<file path="src/rtl/result_reader_pkg.sv">
// Shared definitions for the result reader and its neighbours on the memory bus.
// Memory command encodings are common to every bus initiator and the Memory.
// The reader FSM state type is a 3-bit enum.
package result_reader_pkg;

    // Memory command encodings shared by Memory, Median_Filter, Coordinator and reader
    localparam logic [1:0] MEM_IDLE  = 2'b00;
    localparam logic [1:0] MEM_READ  = 2'b01;
    localparam logic [1:0] MEM_WRITE = 2'b10;

    typedef enum logic [2:0] {
        ST_IDLE = 3'd0,
        ST_REQ  = 3'd1,
        ST_WAIT = 3'd2,
        ST_OUT  = 3'd3,
        ST_DONE = 3'd4
    } reader_state_t;

endpackage

</file>
<file path="src/rtl/result_reader_pixel_addr_counter.sv">
// Raster position tracker for the filtered image.
// Ports:
//   clk, rst_n          clock and asynchronous active-low reset
//   load                restart at (0,0), address OUT_BASE
//   advance             step to the next pixel in raster order
//   row, col, addr      current pixel position and its memory address
//   last                current pixel is the final one of the image
module result_reader_pixel_addr_counter #(
    parameter int BUS_WIDTH  = 8,
    parameter int OUT_BASE   = 81,
    parameter int OUT_WIDTH  = 7,
    parameter int OUT_HEIGHT = 7
) (
    input  logic                 clk,
    input  logic                 rst_n,
    input  logic                 load,
    input  logic                 advance,
    output logic [BUS_WIDTH-1:0] row,
    output logic [BUS_WIDTH-1:0] col,
    output logic [BUS_WIDTH-1:0] addr,
    output logic                 last
);

    localparam logic [BUS_WIDTH-1:0] LAST_COL = BUS_WIDTH'(OUT_WIDTH - 1);
    localparam logic [BUS_WIDTH-1:0] LAST_ROW = BUS_WIDTH'(OUT_HEIGHT - 1);
    localparam logic [BUS_WIDTH-1:0] BASE     = BUS_WIDTH'(OUT_BASE);

    // The address steps by one every pixel because the image is stored
    // contiguously; row/col only serve as tags for the downstream consumer.
    always_ff @(posedge clk or negedge rst_n) begin
        if (!rst_n) begin
            row  <= '0;
            col  <= '0;
            addr <= '0;
        end else if (load) begin
            row  <= '0;
            col  <= '0;
            addr <= BASE;
        end else if (advance) begin
            addr <= addr + 1'b1;
            if (col == LAST_COL) begin
                col <= '0;
                row <= row + 1'b1;
            end else begin
                col <= col + 1'b1;
            end
        end
    end

    assign last = (row == LAST_ROW) && (col == LAST_COL);

endmodule

</file>
<file path="src/rtl/result_reader.sv">
// Streams the filtered image out of the shared Memory in raster order.
// One read per pixel is issued once the Coordinator grants the bus; each
// returned word leaves on a valid/ready interface tagged with row/col/last.
// Ports:
//   Reader_CLK, Reader_RST_N     clock, asynchronous active-low reset
//   Reader_STRT                  start pulse (honoured only when idle)
//   Reader_GNT                   bus granted to this block
//   Reader_MEMADDR/MEMRW         memory address and command (read only)
//   Reader_MEMODR/DRDY           memory read data and data-ready
//   Reader_PIX/ROW/COL/LAST      pixel and its tags, qualified by VALID
//   Reader_VALID/READY           output handshake
//   Reader_BUSY/DNE/ERR          status: busy, completion pulse, sticky timeout
module result_reader
    import result_reader_pkg::*;
#(
    parameter int DATA_WIDTH = 16,
    parameter int BUS_WIDTH  = 8,
    parameter int OUT_BASE   = 81,
    parameter int OUT_WIDTH  = 7,
    parameter int OUT_HEIGHT = 7,
    parameter int TIMEOUT    = 15
) (
    input  logic                  Reader_CLK,
    input  logic                  Reader_RST_N,
    input  logic                  Reader_STRT,
    input  logic                  Reader_GNT,
    output logic [BUS_WIDTH-1:0]  Reader_MEMADDR,
    output logic [1:0]            Reader_MEMRW,
    input  logic [DATA_WIDTH-1:0] Reader_MEMODR,
    input  logic                  Reader_DRDY,
    output logic [DATA_WIDTH-1:0] Reader_PIX,
    output logic [BUS_WIDTH-1:0]  Reader_ROW,
    output logic [BUS_WIDTH-1:0]  Reader_COL,
    output logic                  Reader_VALID,
    input  logic                  Reader_READY,
    output logic                  Reader_LAST,
    output logic                  Reader_BUSY,
    output logic                  Reader_DNE,
    output logic                  Reader_ERR
);

    localparam int TW = $clog2(TIMEOUT + 1);
    localparam logic [TW-1:0] WAIT_LIMIT = TW'(TIMEOUT - 1);

    // The image must fit below the top of the address space so the address
    // counter never wraps.
    if (OUT_BASE + OUT_WIDTH * OUT_HEIGHT > (1 << BUS_WIDTH)) begin : g_addr_range_check
        $fatal(1, "result_reader: image does not fit in the address space");
    end

    reader_state_t state, next_state;

    logic                  load, advance, issue, capture, timeout;
    logic [BUS_WIDTH-1:0]  cnt_row, cnt_col, cnt_addr;
    logic                  cnt_last;
    logic [TW-1:0]         wait_cnt;
    logic [BUS_WIDTH-1:0]  mem_addr;
    logic [DATA_WIDTH-1:0] pix_q;
    logic [BUS_WIDTH-1:0]  row_q, col_q;
    logic                  last_q;
    logic                  err_q;

    result_reader_pixel_addr_counter #(
        .BUS_WIDTH  (BUS_WIDTH),
        .OUT_BASE   (OUT_BASE),
        .OUT_WIDTH  (OUT_WIDTH),
        .OUT_HEIGHT (OUT_HEIGHT)
    ) u_pixel_addr_counter (
        .clk     (Reader_CLK),
        .rst_n   (Reader_RST_N),
        .load    (load),
        .advance (advance),
        .row     (cnt_row),
        .col     (cnt_col),
        .addr    (cnt_addr),
        .last    (cnt_last)
    );

    always_ff @(posedge Reader_CLK or negedge Reader_RST_N) begin
        if (!Reader_RST_N) begin
            state <= ST_IDLE;
        end else begin
            state <= next_state;
        end
    end

    // A read, once issued, always runs to DRDY or timeout: GNT is only looked
    // at in REQ. The OUT exit uses the captured LAST rather than the counter so
    // the decision matches exactly what was presented downstream.
    always_comb begin
        next_state = state;
        load       = 1'b0;
        advance    = 1'b0;
        issue      = 1'b0;
        capture    = 1'b0;
        timeout    = 1'b0;
        case (state)
            ST_IDLE: begin
                if (Reader_STRT) begin
                    load       = 1'b1;
                    next_state = ST_REQ;
                end
            end
            ST_REQ: begin
                if (Reader_GNT) begin
                    issue      = 1'b1;
                    next_state = ST_WAIT;
                end
            end
            ST_WAIT: begin
                if (Reader_DRDY) begin
                    capture    = 1'b1;
                    next_state = ST_OUT;
                end else if (wait_cnt == WAIT_LIMIT) begin
                    timeout    = 1'b1;
                    next_state = ST_DONE;
                end
            end
            ST_OUT: begin
                if (Reader_READY) begin
                    if (last_q) begin
                        next_state = ST_DONE;
                    end else begin
                        advance    = 1'b1;
                        next_state = ST_REQ;
                    end
                end
            end
            ST_DONE: begin
                next_state = ST_IDLE;
            end
            default: begin
                next_state = ST_IDLE;
            end
        endcase
    end

    // Address is latched when the read is issued so it stays stable for the
    // whole WAIT; the wait counter restarts with every read.
    always_ff @(posedge Reader_CLK or negedge Reader_RST_N) begin
        if (!Reader_RST_N) begin
            mem_addr <= '0;
            wait_cnt <= '0;
        end else if (issue) begin
            mem_addr <= cnt_addr;
            wait_cnt <= '0;
        end else if (state == ST_WAIT) begin
            wait_cnt <= wait_cnt + 1'b1;
        end
    end

    // Pixel and tags are captured together with DRDY and then held for the
    // whole handshake.
    always_ff @(posedge Reader_CLK or negedge Reader_RST_N) begin
        if (!Reader_RST_N) begin
            pix_q  <= '0;
            row_q  <= '0;
            col_q  <= '0;
            last_q <= 1'b0;
        end else if (capture) begin
            pix_q  <= Reader_MEMODR;
            row_q  <= cnt_row;
            col_q  <= cnt_col;
            last_q <= cnt_last;
        end
    end

    // Timeout flag survives until the next accepted start.
    always_ff @(posedge Reader_CLK or negedge Reader_RST_N) begin
        if (!Reader_RST_N) begin
            err_q <= 1'b0;
        end else if (load) begin
            err_q <= 1'b0;
        end else if (timeout) begin
            err_q <= 1'b1;
        end
    end

    assign Reader_MEMADDR = mem_addr;
    assign Reader_MEMRW   = (state == ST_WAIT) ? MEM_READ : MEM_IDLE;
    assign Reader_PIX     = pix_q;
    assign Reader_ROW     = row_q;
    assign Reader_COL     = col_q;
    assign Reader_LAST    = (state == ST_OUT) && last_q;
    assign Reader_VALID   = (state == ST_OUT);
    assign Reader_BUSY    = (state == ST_REQ) || (state == ST_WAIT) || (state == ST_OUT);
    assign Reader_DNE     = (state == ST_DONE);
    assign Reader_ERR     = err_q;

endmodule
</file>
<file path="config.mk">
export PLATFORM = sky130hd
export DESIGN_NAME = result_reader
export DESIGN_NICKNAME = d
export VERILOG_FILES = /design/src/rtl/result_reader_pkg.sv /design/src/rtl/result_reader_pixel_addr_counter.sv /design/src/rtl/result_reader.sv
export SDC_FILE = /design/constraint.sdc
export NUM_CORES = 1
export LEC_CHECK = 0
export CAP_MARGIN = 20
export CORE_ASPECT_RATIO = 1.25
export CORE_UTILIZATION = 55
export CTS_CLUSTER_SIZE = 14
export DETAILED_ROUTE_END_ITERATION = 7
export PLACE_DENSITY = 0.85
export SKIP_CTS_REPAIR_TIMING = 1
export SLEW_MARGIN = 20
export SYNTH_ARGS = -nofsm -noshare
export SYNTH_HDL_FRONTEND = slang
export SYNTH_SLANG_ARGS = --single-unit
</file>
<file path="constraint.sdc">
create_clock -name Reader_CLK -period 5.25 [get_ports Reader_CLK]
set_clock_uncertainty 0.15 [all_clocks]
set_input_delay 1.05 -clock Reader_CLK [delete_from_list [all_inputs] [get_ports Reader_CLK]]
set_output_delay 1.05 -clock Reader_CLK [all_outputs]
set_load 0.03 [all_outputs]
</file>
# After elaboration in Yosys (flattened, before gate mapping)
# Index checks and enable logic that the tools add are counted.
[totals]
out_inout_bits = 47
input_bits = 22
ff_bits = 73
[op_classes]
n_reduce_logical = 11
mux = 32
n_addsub = 4
n_eq_ne = 11
[op_table]
columns = ["cell", "n"]
rows = [
  ["8-bit 2-to-1 mux", 8],
  ["8-bit by 1-bit adder with 8-bit output (second input constant)", 3],
  ["3-bit 2-to-1 mux", 6],
  ["8-bit by 3-bit == test with 1-bit output (second input constant)", 2],
  ["1-bit 2-to-1 mux", 15],
  ["3-bit case mux with 4 select lines", 1],
  ["4-bit 2-to-1 mux", 2],
  ["2-bit nonzero test", 4],
  ["3-bit by 2-bit == test with 1-bit output (second input constant)", 2],
  ["4-bit by 1-bit adder with 4-bit output (second input constant)", 1],
  ["4-bit == test (second input constant)", 1],
  ["2-bit inequality test (second input constant)", 2],
  ["4-bit AND reduction", 1],
  ["3-bit by 1-bit == test with 1-bit output (second input constant)", 1],
  ["3-bit == test (second input constant)", 1],
  ["3-bit zero test", 1],
  ["3-bit inequality test (second input constant)", 1],
  ["1-bit logical AND", 2],
  ["1-bit logical OR", 2],
  ["2-bit by 1-bit inequality test with 1-bit output (second input constant)", 1],
  ["2-bit AND reduction", 1],
]

# Logic depth before layout (Yosys ltp)
# Gate-level depths: netlist of run 1.
[depth]
ltp_word = 6
depth_mapped = 6

# Cells and area by module
# From an unflattened synthesis of run 1, not the netlist that was laid out.
[hier_totals]
hier_cells = 277
area_unflattened_um2 = 3514.6
[by_module_without_submodules]
columns = ["mod", "area_per_inst_um2", "cells_per_inst", "n_inst"]
rows = [
  ["result_reader", 2233.4, 148, 1],
  ["result_reader_pixel_addr_counter", 1281.2, 129, 1],
]

# Worst setup path after synthesis of run 1
# No wires, ideal clock.
[synth_path]
path_kind = "register -> output"
startpoint = "register state[2]"
endpoint = "output port Reader_LAST"
path_stages_with_launch = 4
n_path_buf = 0
t_arrival_ns = 1.321
slack_ns = 2.729
cell_sequence = "dfrtp_1 > nand3b_1 > inv_1 > and2_1"
[synth_between]
elab_chain_cells = 2
[synth_rtl]
columns = ["item", "line_no", "source"]
rows = [
  ["start: declaration", "result_reader.sv:51", "reader_state_t state, next_state;"],
  ["start signal: assignment", "result_reader.sv:83", "state <= next_state;"],
  ["3-bit by 2-bit == test with 1-bit output", "-", ""],
  ["via Reader_VALID", "result_reader.sv:34", "output logic Reader_VALID,"],
  ["1-bit logical AND", "result_reader.sv:184", "assign Reader_LAST = (state == ST_OUT) && last_q;"],
  ["end: declaration", "result_reader.sv:36", "output logic Reader_LAST,"],
]
# The timed path passes the listed nets, and every way through them passes these cells.

# Worst setup path in the final report of run 1
[layout_path]
startpoint = "register state[1]"
endpoint = "output port Reader_LAST"
[layout_between]
elab_chain_cells = 2
[layout_rtl]
columns = ["item", "line_no"]
rows = [
  ["3-bit by 2-bit == test with 1-bit output", "result_reader.sv:184"],
  ["1-bit logical AND", "result_reader.sv:184"],
]
# No other way between the ends.

==> flow_summary.json, run 1 <==
{
  "ant_nets": 0,
  "grt.overflow.total": 0,
  "fin_tns_setup_ns": 0,
  "cts.sinks": 73,
  "synth_area_sq_mm": 0.00337,
  "wl_per_cell_um": 15.6,
  "fp.dieW_um": 72.0,
  "crit_fanout": 14,
  "setup_viol": 0,
  "fin_crit_ns": 3.57,
  "num_vias": 2478,
  "drt-total-wl_mm": 6.92,
  "netlist.top_cell.by_area": "dfrtp_1",
  "cts_tree": "built",
  "hold_viol_final": 0,
  "min_period_over_period_pct": 68.0,
  "yosys.cell_count.top_type": "dfrtp_1",
  "num_rows": 31,
  "startpoint": "state[1]",
  "critPathBufInv": 2,
  "route.detailed.drc": 0,
  "critPathCaptureType": "primary output",
  "cp.required_ns": 4.05,
  "clk_pin_slew_ns": 0.08,
  "cp_slowest_cell": "clkdlybuf4s50_1",
  "cpPeakStageDelay_ns": 0.68,
  "async_reset_ff_share_pct": 100,
  "numPortBuffers": 67,
  "start_kind": "flop",
  "cts_buffers": 9,
  "drt_iter0_markers": 144,
  "root_buffer": "clkbuf_8",
  "die_h_um": 89.5,
  "n_antenna_cell": 0,
  "core-area_sq_mm": 0.00586,
  "worst_slack_ns": 1.68,
  "synth_common_cells": "dfrtp_1, mux2_2, nand2_1",
  "power_density_mw_per_mm2": 544,
  "gp_congestion": 0.857,
  "dp_hpwl_mm": 4.76,
  "status": "finished clean",
  "min_path_type": "reg -> reg",
  "die_area_sq_mm": 0.00644,
  "htree_levels": 3,
  "grt_setup_unrepaired": "false",
  "r2r_start": "state[1]",
  "ys_seq_area_share_pct": 54.3,
  "syn_nets": 314,
  "synth_flop_cell": "dfrtp_1",
  "areaGrowthSynthToFinish_pct": 28.7,
  "dpl_worst_slack_ns": 2.10,
  "ys_seq_elements": 73,
  "crit_type": "reg -> out",
  "path_delay_family": "buffers and inverters",
  "synth.avg_cell_area_sq_um": 11.8,
  "synth-edff-count": 0,
  "cts_max_path_buffers": 2,
  "p_leak_nw": 1.85,
  "viasPerCell": 5.59,
  "first_pass_iters": 4,
  "antenna_found_initial": 0,
  "netlist_top_cells_area": "dfrtp_1, mux2_2, ha_1",
  "cp_data_arrival_time_ns": 2.37,
  "synth_cells": 285,
  "clkLatencyLatePin_ns": 0.35,
  "drive_gt1_share_pct": 19.1,
  "grt_pass1_vias": 2433,
  "irDropWorstVdd_uv": 362,
  "finalPower_mw": 2.36,
  "tightest_slew_ns": 0.824,
  "grt_pass1_wl_mm": 11.3,
  "path_cells": "nand3b_1 -> inv_1 -> and2_1 -> clkdlybuf4s50_1",
  "synth_top_area_share_pct": 54.3,
  "fmax_mhz": 280,
  "start_util_pct": 57.5,
  "io_pins": 69,
  "cap_viol_max_count": 0,
  "grt_max_degree": 39,
  "hp-start": "Reader_ERR",
  "slew_headroom_pct": 45.0,
  "yosysWarnings": 0,
  "slew_viol_final": 0,
  "synth_cell_types": 47,
  "nNetsFinal": 385,
  "grtUsageTotal_pct": 23.3
}
[report_power, final]
part	switching (mW)	internal, mW
combinational	0.525	0.437
sequential	0.158	0.734
clock	0.208	0.294
total	0.891	1.47
[logic make-up (layout without fill, tap and decap cells)]
group	count (synthesis)	in the layout	synth area share, %
adder cells (fa/ha/maj)	7	7	2.60
other	1	1	0.111
flip-flops	73	73	54.3
buffers and inverters	19	95	2.79
AND/OR/NAND/NOR	95	95	16.4
multiplexers	43	43	14.3
XOR/XNOR	13	13	3.38
AO/OA/AOI/OAI	34	34	6.17
[worst min-delay path: cells and delay by family, from the launching register on]
kind,cells,cell delay [ns]
DFF,1,0.35
and+or+nand+nor,2,0.12
[cells in the final DEF, fill, tap and decap left out, drive strengths merged, types with 2 or more instances in the layout]
cell type,synthesis,layout
nand3,9,9
nand4,6,6
clkdlybuf4s50,0,66
inv,8,8
ha,7,7
nor2,18,18
dfrtp,73,73
mux2i,2,2
or3b,2,2
a21oi,14,14
clkbuf,3,12
o21ai,6,6
or3,5,5
and4,2,2
bufinv,0,2
and2,3,3
nor3b,2,2
mux2,41,41
clkinvlp,0,2
or4,4,4
buf,8,5
nand2,23,23
o31ai,4,4
nand2b,4,4
nor3,4,4
nand4b,3,3
nor4,4,4
a211oi,4,4
xor2,4,4
xnor2,9,9
nor2b,2,2
[cell type report]
cell class	instances	area (sq um)
clock inverters	4	75.1
clock buffers	12	155
fillers	396	1530
flip-flops and latches	73	1830
inverters	8	30.0
well taps	82	103
multi-input cells	193	1450
repair buffers	71	696
[per-layer routing]
layer  global-route usage (%)  part of all wire (%)
met3                     4.51                   6.2
met1                     28.8                    42
met5                        0                     0
met2                     37.8                    48
met4                     15.0                   3.5
[state kept, by name (all words and copies together), names as in the netlist]
| signal | cells |
|---|---|
| state | 3 |
| u_pixel_addr_counter.col | 8 |
| wait_cnt | 4 |
| last_q | 1 |
| Reader_ROW | 8 |
| Reader_MEMADDR | 8 |
| u_pixel_addr_counter.row | 8 |
| Reader_ERR | 1 |
| u_pixel_addr_counter.addr | 8 |
| Reader_COL | 8 |
| Reader_PIX | 16 |
[worst paths after layout]
path,cells after the start,slack (ns),endpoint
worst min register to register,2,0.35,Reader_ERR
min in group asynchronous,1,0.63,wait_cnt[2]
worst max register to register,5,2.88,last_q
max in group asynchronous,2,3.32,u_pixel_addr_counter.addr[7]
worst min-delay path,2,0.35,Reader_ERR
worst max-delay path,4,1.68,Reader_LAST
[per-stage QoR]
step	hold WS [ns]	std cells	instance area (sq um)	util, %
final	0.351	443	4330	74.0
after global routing	0.370	443	4330	74.0
after CTS	0.356	443	4330	74.0
after detailed placement	0.338	427	4100	70.0
after global placement	0.331	427	4100	70.0
after floorplan	0.339	285	3370	-
Power figures use the tool's default switching activity.
==> inputs of run 2 (changes only) <==
- CORE_UTILIZATION: 55 -> 46
- PLACE_DENSITY: 0.85 -> 0.76
- clock period: 5.25 -> 3 ns (I/O delays scaled with it)
==> run 2 against run 1 <==
Compared with the run above:
- clock power is 55% higher
- register-to-register slack worse by 2.2 ns
- critical endpoint unchanged
- final area is the same
- hold slack got worse by 0.13 ns
- critical path depth did not move
- first-iteration DRC count decreased by 43%
- setup slack got worse by 1.6 ns
==> flow_summary.json, run 2 (synthesis gave the netlist of run 1 again) <==
{
  "min_path_type": "in -> async",
  "multiInputGateArea_sq_mm": 0.00145,
  "grt.overflow.total": 0,
  "cp_data_arrival_time_ns": 2.13,
  "io_pins": 69,
  "cts_buffers": 9,
  "path_cells": "nand3b_1 -> inv_1 -> and2_1 -> clkdlybuf4s50_1",
  "drt_iter0_markers": 82,
  "antenna_found_initial": 0,
  "dpl_cell_area_sq_mm": 0.00413,
  "reg2reg_to": "Reader_ROW[2]",
  "power_density_mw_per_mm2": 930,
  "fin_area_sq_mm": 0.00433,
  "root_buffer": "clkbuf_8",
  "tightest_slew_ns": 0.917,
  "die_area_sq_mm": 0.00767,
  "setup_viol": 0,
  "grt_pass1_wl_mm": 11.3,
  "fin_tns_setup_ns": 0,
  "grt_max_degree": 74,
  "hold_viol_final": 0,
  "viasPerCell": 5.40,
  "wl_per_cell_um": 14.8,
  "grt_setup_unrepaired": "false",
  "start_kind": "flop",
  "htree_levels": 3,
  "cp.required_ns": 2.25,
  "rrSetupSlack_ns": 0.72,
  "cp_slowest_cell": "clkdlybuf4s50_1",
  "final_common_cell": "dfrtp_1",
  "layout.cells.non_filler": 453,
  "cts_tree": "built",
  "die_h_um": 97.7,
  "whs_ns": 0.217,
  "start_util_pct": 48.0,
  "core-area_sq_mm": 0.00702,
  "numPortBuffers": 67,
  "cap_viol_max_count": 0,
  "num_rows": 34,
  "seq_area_sq_mm": 0.00183,
  "p_leak_nw": 1.85,
  "gp_congestion": 0.817,
  "worst_slack_ns": 0.120,
  "fillerInstances": 593,
  "crit_fanout": 13,
  "ff2ff_path_depth": 5,
  "dpl_worst_slack_ns": 0.275,
  "slew_headroom_pct": 38.9,
  "areaGrowthSynthToFinish_pct": 28.7,
  "cts_max_path_buffers": 2,
  "fin_util_pct": 61.7,
  "grt_pass1_vias": 2385,
  "fin_crit_ns": 2.88,
  "min_period_over_period_pct": 96.0,
  "finalPower_mw": 4.03,
  "slew_viol_final": 0,
  "drt-total-wl_mm": 6.72,
  "clk_pin_slew_ns": 0.08,
  "status": "finished clean",
  "dp.cells": 437,
  "cpPeakStageDelay_ns": 0.67,
  "dp_hpwl_mm": 4.60,
  "clkLatencyLatePin_ns": 0.36,
  "drive_gt1_share_pct": 20.4,
  "irDropWorstVdd_uv": 495,
  "cts.sinks": 73,
  "crit_type": "reg -> out",
  "first_pass_iters": 4,
  "r2r_start": "state[0]",
  "final_cell_mix": "dfrtp_1, clkdlybuf4s50_1, mux2_2, nand2_1, nor2_1",
  "n_antenna_cell": 0,
  "fmax_mhz": 347,
  "num_vias": 2446,
  "fp.dieW_um": 78.5,
  "route.detailed.drc": 0,
  "grtUsageTotal_pct": 18.9,
  "largest_reg_flops": 16,
  "nNetsFinal": 387,
  "critPathCaptureType": "primary output",
  "ant_nets": 0
}
==> run 2: cell count changes in the layout (fill, tap and decap cells not counted) <==
cell / before / now
dfrtp_2: 0 / 2
clkinv_4: 0 / 1
buf_2: 1 / 0
clkbuf_8: 11 / 9
buf_4: 4 / 7
clkbuf_1: 1 / 0
dfrtp_1: 73 / 71
inv_6: 0 / 2
bufinv_16: 2 / 1
clkinv_2: 0 / 1
==> run 2: layer usage <==
metal | part of all wire, % | track usage (%)
met5 | 0 | 0
met4 | 2.3 | 9.12
met3 | 3.7 | 4.04
met2 | 51 | 30.7
met1 | 43 | 23.7
==> run 2: final cells by class <==
class	count	area share [%]
flip-flops and latches	73	42.2
multi-input cells	193	33.4
repair buffers	73	16.5
clock buffers	9	2.86
well taps	90	2.60
clock inverters	7	1.76
inverters	8	0.693
==> run 2: worst max path at each step <==
stage | start | cells after the start | end
finish | state[2] | 4 | Reader_LAST
global route | state[2] | 4 | Reader_LAST
CTS | state[0] | 3 | Reader_MEMRW[0]
detailed placement | Reader_STRT | 5 | u_pixel_addr_counter.col[5]
global placement | Reader_STRT | 5 | u_pixel_addr_counter.col[5]
floorplan | state[2] | 3 | Reader_LAST
==> run 2: power by group <==
part	leakage [nW]	internal (mW)	switching [mW]
logic	0.815	0.776	0.913
registers	0.940	1.29	0.272
clock network	0.0962	0.389	0.389
total	1.85	2.45	1.57
==> run 2: worst max-delay path, delay by kind of cell (launching register included) <==
kind                   cells  cell delay (ns)
buffers and inverters      2             0.79
flip-flops                 1             0.50
AND/OR/NAND/NOR            2             0.49
==> inputs of run 3 (changes only) <==
- SKIP_CTS_REPAIR_TIMING: 1 -> not set
==> results of run 3 <==
Final layout, timing and power as in run 2 (identical DEF).
